`src/rtl/mos6502_pkg.sv`:
```
// Shared types and default vectors for the tinymos6502 interrupt sequencer.
package mos6502_pkg;

  typedef enum logic [2:0] {
    StRstHold = 3'd0,
    StIdle    = 3'd1,
    StT1      = 3'd2,
    StT2      = 3'd3,
    StT3      = 3'd4,
    StT4      = 3'd5,
    StT5      = 3'd6,
    StT6      = 3'd7
  } seq_state_t;

  typedef enum logic [1:0] {
    KindRst = 2'd0,
    KindNmi = 2'd1,
    KindIrq = 2'd2,
    KindBrk = 2'd3
  } int_kind_t;

  typedef enum logic [1:0] {
    AddrPc    = 2'd0,
    AddrStack = 2'd1,
    AddrVec   = 2'd2
  } addr_src_t;

  localparam logic [15:0] VecNmiDefault = 16'hFFFA;
  localparam logic [15:0] VecRstDefault = 16'hFFFC;
  localparam logic [15:0] VecIrqDefault = 16'hFFFE;

endpackage

```
`src/rtl/nmi_edge_latch.sv`:
```
// Registered NMI falling-edge detector feeding a pending latch; a new edge beats a clear.
module nmi_edge_latch (
  input  logic clk_i,
  input  logic rst_ni,
  input  logic nmi_ni,
  input  logic clr_i,
  output logic pending_o
);

  logic nmi_q;
  logic pend_q;
  logic fall;

  assign fall      = nmi_q & ~nmi_ni;
  assign pending_o = pend_q;

  always_ff @(posedge clk_i) begin
    if (!rst_ni) begin
      nmi_q  <= 1'b1;
      pend_q <= 1'b0;
    end else begin
      nmi_q  <= nmi_ni;
      pend_q <= fall | (pend_q & ~clr_i);
    end
  end

endmodule

```
`src/rtl/interrupt_sequencer.sv`:
```
// Reset/NMI/IRQ/BRK sequencer: owns the datapath enables for the six-cycle push-and-vector sequence.
module interrupt_sequencer
  import mos6502_pkg::*;
#(
  parameter logic [15:0] VEC_NMI = VecNmiDefault,
  parameter logic [15:0] VEC_RST = VecRstDefault,
  parameter logic [15:0] VEC_IRQ = VecIrqDefault
) (
  input  logic        CLK,
  input  logic        RST_N,
  input  logic        RDY,
  input  logic        IRQ,
  input  logic        NMI,
  input  logic        i_flag,
  input  logic        insn_done,
  input  logic        brk_req,
  output logic        busy,
  output logic        rw,
  output logic [1:0]  addr_src,
  output logic [15:0] vec_addr,
  output logic        pcho,
  output logic        pclo,
  output logic        psro,
  output logic        pchi,
  output logic        pcli,
  output logic        sp_dec,
  output logic        b_flag,
  output logic        set_i,
  output logic [1:0]  int_kind
);

  seq_state_t  state_q, state_d;
  int_kind_t   kind_q, kind_d;
  logic [15:0] base_q, base_d;
  logic        nmi_pending;
  logic        nmi_clr;
  logic        hijack;
  logic        in_seq;
  logic        stall;

  nmi_edge_latch u_nmi_edge_latch (
    .clk_i    (CLK),
    .rst_ni   (RST_N),
    .nmi_ni   (NMI),
    .clr_i    (nmi_clr),
    .pending_o(nmi_pending)
  );

  assign in_seq = (state_q != StRstHold) && (state_q != StIdle);
  assign hijack = ((kind_q == KindIrq) || (kind_q == KindBrk)) && nmi_pending;

  always_comb begin
    busy     = 1'b1;
    rw       = 1'b1;
    addr_src = AddrPc;
    vec_addr = 16'h0000;
    pcho     = 1'b0;
    pclo     = 1'b0;
    psro     = 1'b0;
    pchi     = 1'b0;
    pcli     = 1'b0;
    sp_dec   = 1'b0;
    b_flag   = 1'b0;
    set_i    = 1'b0;
    int_kind = in_seq ? kind_q : KindRst;
    unique case (state_q)
      StRstHold, StT1: ;
      StIdle: busy = 1'b0;
      // Reset keeps reading through the push slots: three phantom reads.
      StT2: begin
        addr_src = AddrStack;
        pcho     = 1'b1;
        sp_dec   = 1'b1;
        rw       = (kind_q == KindRst);
      end
      StT3: begin
        addr_src = AddrStack;
        pclo     = 1'b1;
        sp_dec   = 1'b1;
        rw       = (kind_q == KindRst);
      end
      StT4: begin
        addr_src = AddrStack;
        psro     = 1'b1;
        sp_dec   = 1'b1;
        b_flag   = (kind_q == KindBrk);
        rw       = (kind_q == KindRst);
      end
      StT5: begin
        addr_src = AddrVec;
        vec_addr = base_q;
        pcli     = 1'b1;
        set_i    = 1'b1;
      end
      StT6: begin
        addr_src = AddrVec;
        vec_addr = base_q + 16'd1;
        pchi     = 1'b1;
      end
    endcase
    // Side-effecting strobes must fire once, on the cycle the read completes.
    stall = in_seq && rw && !RDY;
    if (stall) begin
      pcli   = 1'b0;
      pchi   = 1'b0;
      sp_dec = 1'b0;
      set_i  = 1'b0;
    end
  end

  always_comb begin
    state_d = state_q;
    kind_d  = kind_q;
    base_d  = base_q;
    nmi_clr = 1'b0;
    unique case (state_q)
      StRstHold: begin
        state_d = StT1;
        kind_d  = KindRst;
      end
      StIdle: begin
        if (nmi_pending && insn_done) begin
          state_d = StT1;
          kind_d  = KindNmi;
        end else if (brk_req) begin
          state_d = StT1;
          kind_d  = KindBrk;
        end else if (insn_done && !IRQ && !i_flag) begin
          state_d = StT1;
          kind_d  = KindIrq;
        end
      end
      StT1: if (!stall) state_d = StT2;
      StT2: if (!stall) state_d = StT3;
      StT3: if (!stall) state_d = StT4;
      StT4: begin
        if (!stall) begin
          state_d = StT5;
          unique case (kind_q)
            KindRst: base_d = VEC_RST;
            KindNmi: base_d = VEC_NMI;
            KindIrq, KindBrk: base_d = VEC_IRQ;
          endcase
          if (hijack) begin
            kind_d = KindNmi;
            base_d = VEC_NMI;
          end
          nmi_clr = (kind_q == KindNmi) || hijack;
        end
      end
      StT5: if (!stall) state_d = StT6;
      StT6: if (!stall) state_d = StIdle;
    endcase
  end

  always_ff @(posedge CLK) begin
    if (!RST_N) begin
      state_q <= StRstHold;
      kind_q  <= KindRst;
      base_q  <= 16'h0000;
    end else begin
      state_q <= state_d;
      kind_q  <= kind_d;
      base_q  <= base_d;
    end
  end

endmodule

```
`config.mk`:
```
export PLATFORM = sky130hd
export DESIGN_NAME = interrupt_sequencer
export DESIGN_NICKNAME = d
export VERILOG_FILES = /design/src/rtl/mos6502_pkg.sv /design/src/rtl/nmi_edge_latch.sv /design/src/rtl/interrupt_sequencer.sv
export SDC_FILE = /design/constraint.sdc
export NUM_CORES = 1
export LEC_CHECK = 0
export ABC_AREA = 1
export BUFFER_PORTS_ARGS = -buffer_cell sky130_fd_sc_hd__buf_2
export CAP_MARGIN = 5
export CORE_UTILIZATION = 40
export CTS_CLUSTER_SIZE = 25
export DETAILED_ROUTE_END_ITERATION = 7
export PLACE_DENSITY = 0.71
export SLEW_MARGIN = 20
export SYNTH_ARGS = -nofsm -noshare
export SYNTH_HDL_FRONTEND = slang
export SYNTH_SLANG_ARGS = --single-unit
```
`constraint.sdc`:
```
create_clock -name CLK -period 2.1 [get_ports CLK]
set_input_delay 0 -clock CLK [delete_from_list [all_inputs] [get_ports CLK]]
set_output_delay 0 -clock CLK [all_outputs]
set_load 0.01 [all_outputs]
```
==> out/results.txt, run 1 <==
status: completed
Required @ worst endpoint: 2.10 ns
initial antenna violation count: 0
DRC errors left: 0
CP cell instances: nand2_1 > nor2_1 > buf_2
proportion of synthesized area in mux cells: 0%
slew margin rel.: 65.7%
Die Width: 46.0 um
Slew Limit Fails: 0
RSZ-0062 raised after global routing: no
Yosys warnings: 0
Adder-Cell Fraction of Synth Area: 0%
largest net degree at the start of global routing: 14
CP peak stage delay: 0.57 ns
CP Class: reg -> out
PD cells: 725 nW/um2
top post-synthesis cells by area: dfxtp_1, buf_4, nor2_1
Worst setup startpoint: state_q[2]$_SDFFE_PN0P_
Pre-antenna DRT Iters: 4
CTS root buf: clkbuf_4
Synth Area in XOR/XNOR: 0%
Buf/Inv on CP: 1
postcts setup bufs: 0
Post-Route Setup TNS: 0 ns
Inst Count DP: 155
area taken by multi-input logic gates: 398 um2
worst hold-check path type: in -> reg
compound-cell area share of the yosys netlist: 9.39%
flops & latches, synth: 10
synth cell count leaders: nor2_1, inv_1, buf_4, nand2_1, dfxtp_1
layout cells sized above 1: 47.1%
DR iter-0 viols: 9
row count: 15
largest family of logic cells by synthesized area: simple AND/OR/NAND/NOR gates
hold_buf cts: 2
FF+latch area: 200 um2
number of flops mapped to enable cells by yosys: 0
Max-cap violations: 0
crit-path max FO: 13
highest clock rate: 591 MHz
post-synthesis sequential area ratio: 25.9%
Nets: 145
CP top delay family: simple AND/OR/NAND/NOR gates
Layout Utilization: 53.1%
wire length per cell: 9.87 um
fin crit share: 80.6%
via count: 706
Synth Cell Area: 773 um2
Setup-failing EPs final: 0
Worst setup endpoint: vec_addr[5]
Area Growth Syn to Fin: 21.2%
total grt overflow: 0
post-synthesis cell count: 107
worst r2r path cells: 7
CTS Sinks: 10
Ports: 38
ys flop type: dfxtp_1
H-tree depth: 1
Die Span Y: 46.0 um
Starting Density: 43.8%
most numerous cell in the Yosys netlist: nor2_1
Post-Layout Cell Count: 161
worst vdd ir: 0.000445 V
Synth Area in Simple Gates: 42.1%
leakage: 0.523 nW
worst r2r src: state_q[1]$_SDFFE_PN0P_
all-layer global routing usage: 17.2%
Clock Latency Late Sink: 0.27 ns
Slowest cell on crit path: dfxtp_1
asr flop ratio synth: 0%
Setup WS pre-CTS: 0.695 ns
CTS tree: done
worst reg2reg path endpoint: kind_q[1]$_SDFFE_PN0P_
post-route ant nets: 0
Post-CTS Resized: 0
Post-Route Skew: 0.00101 ns
Synth area leader: dfxtp_1
Detail Placement HPWL: 1260 um
WL final: 1590 um
DIE AREA: 2110 um2
final worst slack: 0.408 ns
GP Congestion: 0.734
total CTS buffers: 3
Startpoint Class: flip-flop
Max Buffers Root-to-Sink: 2
CTS clk-pin slew, worst paths: 0.07 ns
vias in the first global route: 572
diodes inserted: 0
routed vias/inst: 4.39
Synth Area per Inst: 7.23 um2
R2R setup slack: 0.73 ns
Final Hold Fails: 0
global-route wire length before repair: 2480 um
Worst Tran Pin Value: 0.513 ns
Crit. End Element: output pin
min Tclk post-route: 1.69 ns
Critical Path AT: 1.69 ns
Netlist cell types: 25
CORE AREA: 1760 um2
Stages on worst setup path: 3
FILL cells: 190
port bufs: 37
syn nets: 115
area share of the largest cell type after synthesis: 25.9%
## metrics by stage
| stage | hold WS, ns | power (mW) | area (um2) |
|---|---|---|---|
| after floorplan | 0.0687 | 0.444 | 773 |
| after global placement | 0.187 | 0.497 | 881 |
| after detailed placement | 0.191 | 0.507 | 881 |
| after CTS | 0.0185 | 0.690 | 937 |
| after global routing | 0.0352 | 0.730 | 937 |
| final | 0.0261 | 0.680 | 937 |
## cell usage in the layout (no fill, tap or decap)
cell	n
nand2_1	13
clkbuf_4	3
dfxtp_1	10
nor2_1	18
inv_2	2
nand3b_1	1
nand3_2	2
dlygate4sd3_1	2
a21oi_1	4
nand3_1	2
a21boi_0	1
nor2_4	3
nand2_8	1
nor2_2	2
a22oi_1	1
nor3_1	1
o21ai_0	4
nand3_4	1
a21oi_2	2
nand3b_2	1
nand2_2	5
nand4_1	1
inv_4	1
buf_2	37
clkbuf_8	1
nand2_4	3
inv_1	14
## where the power goes
group	internal, mW	switching (mW)
registers	0.214	0.0332
clock network	0.105	0.0705
logic	0.0934	0.164
total	0.413	0.267
## worst min-delay path by stage
stage | startpoint | endpoint | slack (ns) | cells past startpoint
final | RST_N | state_q[0]$_SDFFE_PN0P_ | 0.03 | 3
after global routing | RST_N | kind_q[0]$_SDFFE_PN0P_ | 0.04 | 3
after CTS | RST_N | state_q[0]$_SDFFE_PN0P_ | 0.02 | 3
after detailed placement | NMI | u_nmi_edge_latch.nmi_q$_SDFF_PN1_ | 0.19 | 3
after global placement | NMI | u_nmi_edge_latch.nmi_q$_SDFF_PN1_ | 0.19 | 3
after floorplan | RST_N | u_nmi_edge_latch.nmi_q$_SDFF_PN1_ | 0.07 | 1
## layout make-up
class                   count  area share, %
multi-input cells          66           42.5
repair buffers             39           21.9
flip-flops and latches     10           21.4
inverters                  17           7.08
clock buffers               4           3.87
well taps                  25           3.34
## registers in the layout, indices dropped and copies added, names as in the netlist
register,count
u_nmi_edge_latch.pending_o,1
state_q,3
base_q,3
u_nmi_edge_latch.nmi_q,1
kind_q,2
## kinds of logic after synthesis
group	count (synthesis)
buffers and inverters	31
and+or+nand+nor	54
AOI/OAI and AO/OA	12
DFF	10
## worst reg2reg max path: stages (launching register included)
cell and delay [ns]:
dfxtp_1 0.50, inv_2 0.11, nand2_2 0.16, nor2_4 0.06, nand3_4 0.11, nand3_2 0.11, nor2_1 0.17, nor2_2 0.06
## metal layers
layer	wire, um	GRT usage (%)	vias to the layer above
met4	12	8.82	0
met5	0	0	-
li1	-	-	376
met2	786	26.5	24
met1	710	21.0	304
met3	79	5.95	2
Power figures use the tool's default switching activity.
==> run 2: changes to the inputs <==
Settings changed: PLACE_DENSITY 0.71 to 0.74.
Clock period 2.1 ns to 1.5 ns, I/O delays scaled along.
==> run 2 against run 1 <==
Effect of this change:
- sequential cell count is the same
- cell count grew 1.9%
- global-route usage shrank 0.95 points
- largest cell class unchanged
- highest routed layer is now met3
- die area unchanged
- clock-buffer cell count unchanged
- critical path depth increased by 3
==> out/results.txt, run 2 (synthesized netlist as in run 1, its figures left out) <==
leakage: 0.541 nW (+3.3%)
Hold EP: state_q[0]$_SDFFE_PN0P_
WHS Path Cells: 3 (unchanged)
FILL cells: 202 (+6.3%)
R2R setup slack: 0.21 ns (-0.52 ns)
Layout Utilization: 54.6% (+1.5 points)
highest clock rate: 718 MHz
Detail Placement HPWL: 1230 um (-2.4%)
Crit. End Element: output pin
Slew Limit Fails: 0 (unchanged)
Slowest cell on crit path: dfxtp_2
GP Congestion: 0.842 (+15%)
initial antenna violation count: 0 (unchanged)
Inst Count DP: 156 (+0.65%)
commonest cells after routing, fill and taps aside: buf_2, nor2_1, inv_1
Die Span Y: 46.0 um (unchanged)
WL final: 1610 um (+1.3%)
Setup-failing EPs final: 0 (unchanged)
CP top delay family: simple AND/OR/NAND/NOR gates
all-layer global routing usage: 16.3% (-0.95 points)
worst vdd ir: 0.000583 V (+31%)
Post-Layout Cell Count: 164 (+1.9%)
Critical Path AT: 1.39 ns (-0.30 ns)
Worst Tran Pin Value: 0.288 ns (-0.224 ns)
hold slack: 0.0260 ns (-0.000160 ns)
port bufs: 37 (unchanged)
slew margin rel.: 80.7% (+15 points)
routed vias/inst: 4.64 (+5.8%)
DR iter-0 viols: 14 (+5)
Starting Density: 43.8% (unchanged)
CTS tree: done
global-route wire length before repair: 2440 um (-1.7%)
Power Total: 960 uW (+41%)
Post-Route Setup TNS: 0 ns (unchanged)
worst r2r path cells: 8 (+1)
Stages on worst setup path: 6 (+3)
Ports: 38 (unchanged)
status: completed
worst r2r src: state_q[1]$_SDFFE_PN0P_
vias in the first global route: 595 (+4.0%)
Clock Latency Late Sink: 0.27 ns (about the same)
CTS Sinks: 10 (unchanged)
total CTS buffers: 3 (unchanged)
PD cells: 996 nW/um2 (+37%)
hold_sp: RST_N
CP peak stage delay: 0.39 ns (-0.18 ns)
Nets: 148 (+2.1%)
Max Buffers Root-to-Sink: 2 (unchanged)
area taken by multi-input logic gates: 398 um2 (unchanged)
wire length per cell: 9.82 um (-0.53%)
Buf/Inv on CP: 2 (+1)
CTS clk-pin slew, worst paths: 0.07 ns (about the same)
min Tclk post-route: 1.39 ns
Required @ worst endpoint: 1.50 ns (-0.60 ns)
RSZ-0062 raised after global routing: no
H-tree depth: 1 (unchanged)
via count: 761 (+7.8%)
Area Growth Syn to Fin: 24.6%
largest net degree at the start of global routing: 14 (unchanged)
CTS root buf: clkbuf_4
CP cell instances: nor2_1 > nor2_4 > nand2_8 > nand3_1 > inv_1 > buf_2
worst reg2reg path endpoint: kind_q[1]$_SDFFE_PN0P_
row count: 15 (unchanged)
post-route ant nets: 0 (unchanged)
Pre-antenna DRT Iters: 4 (unchanged)
FF+latch area: 204 um2 (+1.9%)
worst hold-check path type: in -> reg
crit-path max FO: 9 (-4)
Post-Route Skew: 0.000914 ns (-0.000100 ns)
DIE AREA: 2110 um2 (unchanged)
Regs by FF count: base_q: 3 flops, state_q: 3 flops, kind_q: 2 flops
Max-cap violations: 0 (unchanged)
CP Class: reg -> out
DRC errors left: 0 (unchanged)
most common library cell in the layout ignoring fill and taps: buf_2
Final Hold Fails: 0 (unchanged)
total grt overflow: 0 (unchanged)
CORE AREA: 1760 um2 (unchanged)
diodes inserted: 0 (unchanged)
layout cells sized above 1: 50.4% (+3.3 points)
fin crit share: 92.8%
Die Width: 46.0 um (unchanged)
Startpoint Class: flip-flop
==> run 2: changes by cell type in the layout (fill, tap and decap cells not counted), sizes merged <==
cell and change:
buf +3
==> run 2: layout make-up <==
class	instances	share of cell area, %
Multi-Input combinational cell	66	41.3
Timing Repair Buffer	42	23.6
Sequential cell	10	21.2
Inverter	17	6.88
Clock buffer	4	3.77
Tap cell	25	3.25
==> run 2: power breakdown <==
group	switching, mW	internal (mW)
sequential	0.0482	0.303
clock	0.0989	0.148
combinational	0.229	0.133
==> run 2: worst max path at each step <==
stage | from | endpoint | slack (ns)
floorplan | state_q[1]$_SDFFE_PN0P_ | vec_addr[10] | 0.19
global placement | state_q[2]$_SDFFE_PN0P_ | state_q[1]$_SDFFE_PN0P_ | 0.23
detailed placement | state_q[2]$_SDFFE_PN0P_ | state_q[1]$_SDFFE_PN0P_ | 0.18
CTS | state_q[0]$_SDFFE_PN0P_ | b_flag | 0.03
global route | state_q[2]$_SDFFE_PN0P_ | set_i | 0.01
finish | state_q[2]$_SDFFE_PN0P_ | pcli | 0.11
==> run 2: worst min-delay path, delay by kind of cell <==
kind / cells / cell delay (ns)
buffers and inverters: 1 / 0.15
AND/OR/NAND/NOR: 2 / 0.11
==> run 2: metal layers <==
layer  global-route usage (%)  routed length, um
met1                     18.5                622
met2                     27.9                841
met3                     5.95                146
met4                     5.29                  0
met5                        0                  0
==> run 2: metrics by stage <==
step	instance area [um2]	worst slack [ns]
after floorplan	773	0.185
after global placement	888	0.230
after detailed placement	888	0.179
after CTS	946	0.0258
after global routing	963	0.0148
final	963	0.108
==> run 2: repair_timing <==
| action | in CTS | in global routing |
|---|---|---|
| buffers inserted | 0 | 2 |
| pin swaps | 0 | 1 |
| gates cloned | 0 | 0 |
| hold buffers | 2 | 0 |
| endpoints found under the setup margin | 3 | 4 |
| gates resized for setup | 1 | 2 |
| endpoints found under the hold margin | 1 | 0 |
